`config.mk`:
```
export PLATFORM = sky130hd
export DESIGN_NAME = int_priority_controller
export DESIGN_NICKNAME = d
export VERILOG_FILES = /design/src/rtl/int_priority_controller.sv
export SDC_FILE = /design/constraint.sdc
export NUM_CORES = 1
export LEC_CHECK = 0
export ABC_CLOCK_PERIOD_IN_PS = 1950
export BUFFER_PORTS_ARGS = -buffer_cell sky130_fd_sc_hd__clkbuf_2
export CAP_MARGIN = 20
export CELL_PAD_IN_SITES_DETAIL_PLACEMENT = 1
export CELL_PAD_IN_SITES_GLOBAL_PLACEMENT = 1
export CORE_MARGIN = 2
export CORE_UTILIZATION = 36
export CTS_BUF_LIST = sky130_fd_sc_hd__clkbuf_8
export CTS_CLUSTER_DIAMETER = 60
export CTS_CLUSTER_SIZE = 28
export DETAILED_ROUTE_END_ITERATION = 16
export GPL_ROUTABILITY_DRIVEN = 0
export PLACE_DENSITY = 0.94
export SYNTH_ARGS = -nofsm -noshare
export SYNTH_HDL_FRONTEND = slang
export SYNTH_SLANG_ARGS = --single-unit
```
`constraint.sdc`:
```
create_clock -name clk -period 1.95 [get_ports clk]
set_clock_uncertainty 0.05 [all_clocks]
set_input_delay 0.195 -clock clk [delete_from_list [all_inputs] [get_ports clk]]
set_output_delay 0.195 -clock clk [all_outputs]
set_load 0.05 [all_outputs]
```
`src/rtl/int_priority_controller.sv`:
```
// Pending-bit interrupt collector with fixed priority (index 0 highest)
// and a request/ack/return handshake to the core.
module int_priority_controller #(
  parameter int NUM_SOURCES  = 4,
  parameter int VECTOR_WIDTH = $clog2(NUM_SOURCES)
) (
  input  logic                    clk,
  input  logic                    rst,
  input  logic [NUM_SOURCES-1:0]  irq_pulse,
  input  logic [NUM_SOURCES-1:0]  irq_enable,
  input  logic                    global_int_enable,
  input  logic                    int_ack,
  input  logic                    int_return,
  input  logic [NUM_SOURCES-1:0]  overrun_clr,
  output logic                    int_req,
  output logic [VECTOR_WIDTH-1:0] int_vector,
  output logic                    int_active,
  output logic [NUM_SOURCES-1:0]  pending,
  output logic [NUM_SOURCES-1:0]  overrun
);

  typedef enum logic [1:0] {
    IDLE,
    REQUEST,
    SERVICE
  } state_t;

  state_t state_q, state_d;

  logic [NUM_SOURCES-1:0]  cand;
  logic [NUM_SOURCES-1:0]  ack_clr;
  logic [NUM_SOURCES-1:0]  pending_d;
  logic [NUM_SOURCES-1:0]  overrun_d;
  logic [VECTOR_WIDTH-1:0] winner;
  logic [VECTOR_WIDTH-1:0] vector_d;
  logic                    ack_fire;
  logic                    load_vec;

  assign cand = global_int_enable ? (pending & irq_enable) : '0;

  always_comb begin
    winner = '0;
    for (int i = NUM_SOURCES - 1; i >= 0; i--) begin
      if (cand[i]) winner = VECTOR_WIDTH'(i);
    end
  end

  always_comb begin
    state_d  = state_q;
    ack_fire = 1'b0;
    load_vec = 1'b0;
    unique case (state_q)
      IDLE: begin
        if (cand != '0) begin
          load_vec = 1'b1;
          state_d  = REQUEST;
        end
      end
      REQUEST: begin
        if (int_ack) begin
          ack_fire = 1'b1;
          state_d  = SERVICE;
        end
      end
      SERVICE: begin
        if (int_return) state_d = IDLE;
      end
      default: state_d = IDLE;
    endcase
  end

  assign ack_clr  = ack_fire ? (NUM_SOURCES'(1) << int_vector) : '0;
  assign vector_d = load_vec ? winner : int_vector;

  // A new pulse always re-arms the bit, even against the ack clear
  assign pending_d = (pending & ~ack_clr) | irq_pulse;

  // An event is lost only if the bit stays pending; set beats clear
  assign overrun_d = (overrun & ~overrun_clr)
                   | (irq_pulse & pending & ~ack_clr);

  always_ff @(posedge clk or posedge rst) begin
    if (rst) begin
      state_q    <= IDLE;
      int_req    <= 1'b0;
      int_active <= 1'b0;
      int_vector <= '0;
      pending    <= '0;
      overrun    <= '0;
    end else begin
      state_q    <= state_d;
      int_req    <= (state_d == REQUEST);
      int_active <= (state_d == SERVICE);
      int_vector <= vector_d;
      pending    <= pending_d;
      overrun    <= overrun_d;
    end
  end

endmodule

```
### Word level (Yosys, flattened, before mapping)

Cells that the tools add are included.

| cells by class | value |
|---|---|
| reductions and logical operators | 2 |
| bitwise operators | 9 |
| shift-type cells | 1 |
| equality and inequality tests | 4 |
| muxes and demuxes | 14 |

Operators by type and width:

| kind | number |
|---|---|
| bitwise AND 4 bit | 5 |
| two-way mux 2 bit | 7 |
| two-way mux 4 bit | 2 |
| NOT 4 bit | 2 |
| bitwise OR 4 bit | 2 |
| case mux 2 bit (3 select lines) | 1 |
| == test 2 x 1 -> 1 bit, second input constant | 2 |
| == test 2 bit, second input constant | 2 |
| two-way mux 1 bit | 4 |
| nonzero test 4 bit | 1 |
| left shift 1 x 2 -> 4 bit, first input constant | 1 |
| logical NOT 2 bit | 1 |

| storage, ports and cells | value |
|---|---|
| bits in registers | 14 |
| logic and storage cells | 36 |
| input port bits | 17 |
| output and inout bits | 12 |

### Longest topological paths before layout

Gate-level depths: netlist of run 1.

| depth | value |
|---|---|
| depth after elaboration | 6 |
| mapped depth | 4 |
| mapped depth without buffers | 4 |

### Least setup slack after synthesis of run 1

OpenSTA, ideal clock, no wires.

| path | value |
|---|---|
| path type | register -> register |
| from | register pending[2] |
| to | register int_vector[0] |
| library setup time | 0.125 ns |
| required time | 1.775 ns |
| path buffers | 0 |
| cell stages (with the launch flop) | 5 |
| period minus slack after synthesis | 1.435 ns |
| arrival | 1.260 ns |
| setup slack | 0.515 ns |
| path through | dfrtp_1 nand2_1 nand2_1 o21ai_2 mux2_4 |

| between the ends | value |
|---|---|
| word-level cells in the longest chain between the ends | 5 |
| elaborated cells on any way between the ends | 8 |
| classes of those cells | mux (6); bitwise (1); reduce/logical (1) |

Ends and longest elaborated chain:

| item | line | text |
|---|---|---|
| from (decl) | 18 | `output logic [NUM_SOURCES-1:0] pending,` |
| from (signal assigned) | 95 | `pending <= pending_d;` |
| bitwise AND 4 bit (*) | 39 | `assign cand = global_int_enable ? (pending & irq_enable) : '0;` |
| two-way mux 4 bit (*) | 39 |  |
| nonzero test 4 bit or two-way mux 2 bit (tied branches) | 54, 44 |  |
| two-way mux 1 bit or two-way mux 2 bit (tied branches) | 54, 44 |  |
| two-way mux 1 bit or two-way mux 2 bit (tied branches) | 52, 44 |  |
| to (signal assigned) | 94 | `int_vector <= vector_d;` |
| to (decl) | 16 | `output logic [VECTOR_WIDTH-1:0] int_vector,` |

Every way passes the cells marked *; elsewhere a longest branch is shown, timed or not.
A chain may end at the register's enable or synchronous reset.

### Worst setup path after layout of run 1

| path | value |
|---|---|
| from | register state_q[1] |
| to | register overrun[1] |

| between the ends | value |
|---|---|
| word-level cells in the longest chain between the ends | 6 |

Ends and longest elaborated chain:

| item | line | text |
|---|---|---|
| from (decl) | 28 | `state_t state_q, state_d;` |
| from (signal assigned) | 91 | `state_q <= state_d;` |
| == test 2 x 1 -> 1 bit | 52 | `unique case (state_q)` |
| two-way mux 1 bit | 52 |  |
| two-way mux 4 bit | 72 | `assign ack_clr = ack_fire ? (NUM_SOURCES'(1) << int_vector) : '0;` |
| NOT 4 bit | 80 | `\| (irq_pulse & pending & ~ack_clr);` |
| bitwise AND 4 bit | 80 |  |
| bitwise OR 4 bit | 80 |  |
| via overrun_d[1] | 33 | `logic [NUM_SOURCES-1:0] overrun_d;` |
| to (signal assigned) | 96 | `overrun <= overrun_d;` |
| to (decl) | 19 | `output logic [NUM_SOURCES-1:0] overrun` |

The timed path passes the listed nets, and every way through them passes these cells.

==> results.cfg, run 1 <==
[run_status]
status = finished, final reports clean

[cts]
cts_tree = built
insertion_delay_ns = 0.24
numCtsBuffers = 3
htreeDepth = 1
path_clk_slew_ns = 0.05
postCtsSetupRepairBufs = 0
cts.sinks = 14
clockBufferDepth = 2
cts-root-buf = clkbuf_8

[power_and_ir_drop]
comb_power_share = 0.421
intPower_uw = 654
power_density_nw_per_um2 = 1490
pwr-share-seq = 0.384
p_sw_uw = 542
power.share.clock = 0.195
irDropWorstVdd_mv = 0.753
leakagePower_uw = 0.000434
p_sw_frac = 0.453

[timing]
rsz0062_at_grt = no
slew_headroom = 0.646
slew_viol_final = 0
finalCritPeriodShare = 0.663
min_period_ns = 1.29
fmax_ghz = 0.773
tightest_slew_ns = 0.530
hold_viol = 0
worst_slack_ns = 0.657
setup_viol = 0
tns_ns = 0
whs_ns = 0.0709

[routing]
dr.pass1.iters = 2
route.detailed.vias_per_inst = 4.95
drtIter0Drc = 2
wire_per_inst_um = 12.8
vias = 530
post-route-drc-count = 0
drt-total-wl_um = 1370
final_antenna_net_count = 0

[placed_design]
placed_cells = 103
portBuffers = 28
placedInstanceArea_sq_um = 754
post-place-ws_ns = 0.638
dp.final_hpwl_um = 1110

[synthesis]
seq_area_frac_synth = 0.589
synthTopCellsByArea = dfrtp_1 59%, nand2_1 8.8%, inv_1 4.4%
synth_top_family_by_area = simple AND/OR/NAND/NOR gates
syn_area_sq_um = 594
yosysWarningCount = 0
synth_top_area_cell = dfrtp_1
syn_area_per_cell_sq_um = 10.1
yosysUniqueCellTypes = 18
synth_compound_area_frac = 0.149
syn_nets = 76
synth_seq_cells = 14
yosys.area_share.adder = 0
synth_simple_gate_area_frac = 0.192
yosys.area.top_type_share = 0.589
synth_xor_area_frac = 0
syn_inst = 59
synthMuxAreaShare = 0.0253

[critical_path]
crit_type = register to register
slowest_stage = dfrtp_1
cp_cell_sequence = nand3b_1, nor2_1, nand2_1, a32o_1
cp.required_ns = 2.03
worstPathArrival_ns = 1.37
cp_max_fo = 5
cp_top_family = simple AND/OR/NAND/NOR gates
critPathBufInv = 0
critPathLaunchType = register
crit_path_end_kind = register
critPathMaxStageDelay_ns = 0.42

[global_route]
grt_max_degree = 15
grt_overflow_total = 0
track_usage = 0.169
grt_pass1_wl_um = 2330
grt_pass1_vias = 534
antenna_found_initial = 0

[finish]
seq_area_sq_um = 350
fin_area_sq_um = 806
synthToLayoutAreaGrowth_pct = 35.6
diodes = 0
fillCellCount = 178
fin_nets = 110
drive_gt1_frac = 0.396
multiInputGateArea_sq_um = 218
fin_cells = 107

[floorplanning]
fp.dieW_um = 44.6
die_area_sq_um = 1990
initial_core_util = 0.390
io_pins = 29
die_y_um = 44.6
core_sq_um = 1520
std_cell_rows = 14

[flow_run]
max_cap_viol_count = 0

[min_path]
hold_class = input port to register
[power groups by stage]
stage          Sequential [uW]  Clock [uW]  Combinational [uW]
4_1_cts                    460         243                 511
3_3_place_gp               461           0                 497
5_1_grt                    474         252                 539
6_report                   460         233                 504
3_5_place_dp               466           0                 507
2_1_floorplan              685           0                 151
[cells in the mapped netlist]
cell type	instances
nand2_1	14
mux2_4	1
dfrtp_1	14
o21ai_0	3
nand3b_1	1
o22ai_1	2
o21ai_1	1
nand3_1	3
a32o_1	1
and3b_2	1
or2b_2	1
a21o_1	2
nor3b_2	1
a21oi_1	3
nor2_1	2
o21ai_2	1
o31ai_1	1
inv_1	7
[state kept, by name (all words and copies together), names as in the netlist]
signal / flops
int_vector: 2
state_q: 2
overrun: 4
int_req: 1
pending: 4
int_active: 1
[layer usage]
metal | part of all wire | routed length, um | vias to the layer above | global-route usage
li1 | - | - | 260 | -
met1 | 0.43 | 589 | 249 | 0.217
met2 | 0.48 | 661 | 17 | 0.243
met3 | 0.062 | 85 | 4 | 0.0531
met4 | 0.025 | 34 | 0 | 0.109
met5 | 0 | 0 | - | 0
[placed cells by master, fill, tap and decap left out]
master | synthesis | final
clkbuf_2 | 0 | 28
nand2_1 | 14 | 14
dfrtp_1 | 14 | 14
inv_1 | 7 | 7
nand3_1 | 3 | 3
a21oi_1 | 3 | 3
o21ai_0 | 3 | 3
clkbuf_8 | 0 | 3
nor2_1 | 2 | 2
o22ai_1 | 2 | 2
a21o_1 | 2 | 2
nor3b_2 | 1 | 1
o21ai_2 | 1 | 1
mux2_4 | 1 | 1
nand3b_1 | 1 | 1
or2b_2 | 1 | 1
and3b_2 | 1 | 1
o21ai_1 | 1 | 1
a32o_1 | 1 | 1
o31ai_1 | 1 | 1
dlygate4sd3_1 | 0 | 1
[metrics by stage]
| step | power, uW | util |
|---|---|---|
| after floorplan | 836 | - |
| after global placement | 958 | 0.495 |
| after detailed placement | 973 | 0.495 |
| after CTS | 1210 | 0.529 |
| after global routing | 1260 | 0.529 |
| final | 1200 | 0.529 |
[path summary, 6_finish.rpt]
check	startpoint	endpoint	slack [ns]	cells after the start
worst max-delay path	state_q[1]	overrun[1]	0.66	4
worst min register to register	overrun[1]	overrun[1]	0.47	1
max in group asynchronous	rst	pending[0]	1.03	3
worst min-delay path	overrun_clr[3]	overrun[3]	0.07	2
min in group asynchronous	rst	pending[3]	0.47	3
worst max register to register	state_q[1]	overrun[1]	0.66	4
[repair_timing]
item	in CTS	in global routing
resized for setup	0	0
hold buffers	1	0
endpoints found under the hold margin	14	0
[logic make-up (layout without fill, tap and decap cells)]
family / after synthesis / after routing
AOI/OAI and AO/OA: 14 / 14
and+or+nand+nor: 23 / 23
DFF: 14 / 14
muxes: 1 / 1
buffers and inverters: 7 / 39
[area by class of cell]
class,count,share of cell area
flip-flops and latches,14,0.435
multi-input cells,38,0.270
repair buffers,29,0.186
clock buffers,3,0.0512
inverters,7,0.0326
well taps,16,0.0248
No activity file was read; power rests on OpenSTA's default activity.
==> inputs of run 2 (changes only) <==
==> config.mk (replaced) <==
export PLATFORM = sky130hd
export DESIGN_NAME = int_priority_controller
export DESIGN_NICKNAME = d
export VERILOG_FILES = /design/src/rtl/int_priority_controller.sv
export SDC_FILE = /design/constraint.sdc
export NUM_CORES = 1
export LEC_CHECK = 0
export ABC_CLOCK_PERIOD_IN_PS = 1000
export BUFFER_PORTS_ARGS = -buffer_cell sky130_fd_sc_hd__clkbuf_2
export CAP_MARGIN = 20
export CELL_PAD_IN_SITES_DETAIL_PLACEMENT = 1
export CELL_PAD_IN_SITES_GLOBAL_PLACEMENT = 1
export CORE_MARGIN = 2
export CORE_UTILIZATION = 30
export CTS_BUF_LIST = sky130_fd_sc_hd__clkbuf_8
export CTS_CLUSTER_DIAMETER = 60
export CTS_CLUSTER_SIZE = 28
export DETAILED_ROUTE_END_ITERATION = 16
export GPL_ROUTABILITY_DRIVEN = 0
export PLACE_DENSITY = 0.85
export SYNTH_ARGS = -nofsm -noshare
export SYNTH_HDL_FRONTEND = slang
export SYNTH_SLANG_ARGS = --single-unit
==> constraint.sdc (replaced) <==
create_clock -name clk -period 1 [get_ports clk]
set_clock_uncertainty 0.05 [all_clocks]
set_input_delay 0.1 -clock clk [delete_from_list [all_inputs] [get_ports clk]]
set_output_delay 0.1 -clock clk [all_outputs]
set_load 0.05 [all_outputs]
==> run 2 against run 1 <==
The run now ends with negative setup slack left. Non-clock buffer count grew 29. Setup slack lost 1.1 ns. Sequential power grew 100%. First-iteration DRC count grew to 3.5 times the previous value. Flip-flop and latch count is the same. Cell area grew 65%. Clock power grew 150%. Final cell count grew 38%. Register-to-register slack lost 1.1 ns. Combinational power grew to 4.6 times the previous value. Power grew to 3.2 times the previous value. Via count grew 37%. Critical endpoint unchanged. Largest cell class is now buffers. Highest routed layer unchanged.
==> results.cfg, run 2 (same netlist as run 1, synthesis figures left out) <==
[run_status]
status = complete, but fails checks
violations = negative setup slack

[routing]
route.detailed.vias_per_inst = 4.92
drt-total-wl_um = 3390
drtIter0Drc = 7
final_antenna_net_count = 0
post-route-drc-count = 0
wire_per_inst_um = 22.9
vias = 728
dr.pass1.iters = 4

[floorplanning]
initial_core_util = 0.309
die_area_sq_um = 2350
fp.dieW_um = 48.5
die_y_um = 48.5
io_pins = 29
std_cell_rows = 16
core_sq_um = 1920

[cts]
htreeDepth = 1
numCtsBuffers = 3
clockBufferDepth = 2
cts.sinks = 14
cts-root-buf = clkbuf_8
insertion_delay_ns = 0.25
cts_tree = built
path_clk_slew_ns = 0.06

[power_and_ir_drop]
pwr-share-seq = 0.245
leakagePower_uw = 0.000670
p_sw_frac = 0.414
power_uw = 3820
intPower_uw = 2240
comb_power_share = 0.605
irDropWorstVdd_mv = 2.22
p_sw_uw = 1580
power.share.clock = 0.151
power_density_nw_per_um2 = 2880

[placed_design]
placed_cells = 125
dp.final_hpwl_um = 1330
post-place-ws_ns = -0.259
portBuffers = 28

[finish]
top_regs = overrun (4), pending (4)
fillCellCount = 199
diodes = 0
fin_nets = 139
seq_area_sq_um = 359
synthToLayoutAreaGrowth_pct = 123
utilization = 0.691
drive_gt1_frac = 0.727
layout_common_cells = 18 x buf_4, 16 x clkbuf_2, 13 x buf_6
fin_cells = 148
final_common_cell = buf_4
multiInputGateArea_sq_um = 304

[global_route]
grt_pass1_wl_um = 4350
track_usage = 0.256
grt_max_degree = 15
grt_pass1_vias = 817
grt_overflow_total = 0
antenna_found_initial = 0

[timing]
slew_headroom = 0.816
tightest_slew_ns = 0.274
setup_viol = 20
slew_viol_final = 0
rsz0062_at_grt = yes
hold_viol = 0
finalCritPeriodShare = 1.39
worst_slack_ns = -0.393
min_period_ns = 1.39
fmax_ghz = 0.718

[critical_path]
worstPathArrival_ns = 1.49
crit_path_end_kind = register
cp_max_fo = 4
crit_type = register to register
cp.required_ns = 1.09
critPathLaunchType = register

[flow_run]
max_cap_viol_count = 0

[min_path]
hold_class = input port to register
## run 2: path summary, 6_finish.rpt
| path | startpoint | to | slack, ns | cells after the start |
|---|---|---|---|---|
| setup / recovery | state_q[1] | overrun[1] | -0.39 | 4 |
| hold / removal | irq_pulse[1] | pending[1] | 0.02 | 2 |
| setup reg to reg | state_q[1] | overrun[1] | -0.39 | 4 |
| hold reg to reg | overrun[3] | overrun[3] | 0.51 | 2 |
| max in group asynchronous | rst | state_q[1] | 0.27 | 4 |
| min in group asynchronous | rst | overrun[1] | 0.44 | 4 |
## run 2: final cells by class
cell class              instances  area share
repair buffers                 58       0.414
multi-input cells              38       0.229
well taps                      27      0.0254
inverters                       7      0.0198
flip-flops and latches         14       0.270
clock buffers                   4      0.0415
## run 2: critical path, cell delays in order, from the launching register on
cell	delay [ns]
dfrtp_2	0.44
nand3b_1	0.25
nor2_1	0.18
nand2_1	0.12
a32o_1	0.24
## run 2: repair_timing
action	in CTS	in global routing
pin swaps	9	10
cloned	0	0
hold buffers	4	0
setup endpoints to repair	22	26
endpoints found under the hold margin	17	0
buffers inserted	8	13
gates resized for setup	41	35
## run 2: metrics by stage
stage          TNS [ns]  instance area [sq um]  hold WS, ns
6_report          -3.99                   1330       0.0176
5_1_grt           -4.58                   1330       0.0254
4_1_cts           -2.87                   1190      0.00701
3_5_place_dp      -1.91                    857       0.0394
3_3_place_gp      -1.37                    857       0.0347
2_1_floorplan     -1.85                    601      -0.0611
## run 2: metal layers
layer / wire length [um] / track usage
met1: 1340 / 0.273
met2: 1720 / 0.456
met3: 201 / 0.0926
met4: 130 / 0.110
met5: 0 / 0
## run 2: power by group through the flow
| stage | clock network [uW] | logic [uW] | registers, uW |
|---|---|---|---|
| 2_1_floorplan | 0 | 293 | 1350 |
| 3_3_place_gp | 0 | 1180 | 870 |
| 3_5_place_dp | 0 | 1210 | 880 |
| 4_1_cts | 551 | 1820 | 886 |
| 5_1_grt | 609 | 2390 | 952 |
| 6_report | 576 | 2310 | 936 |
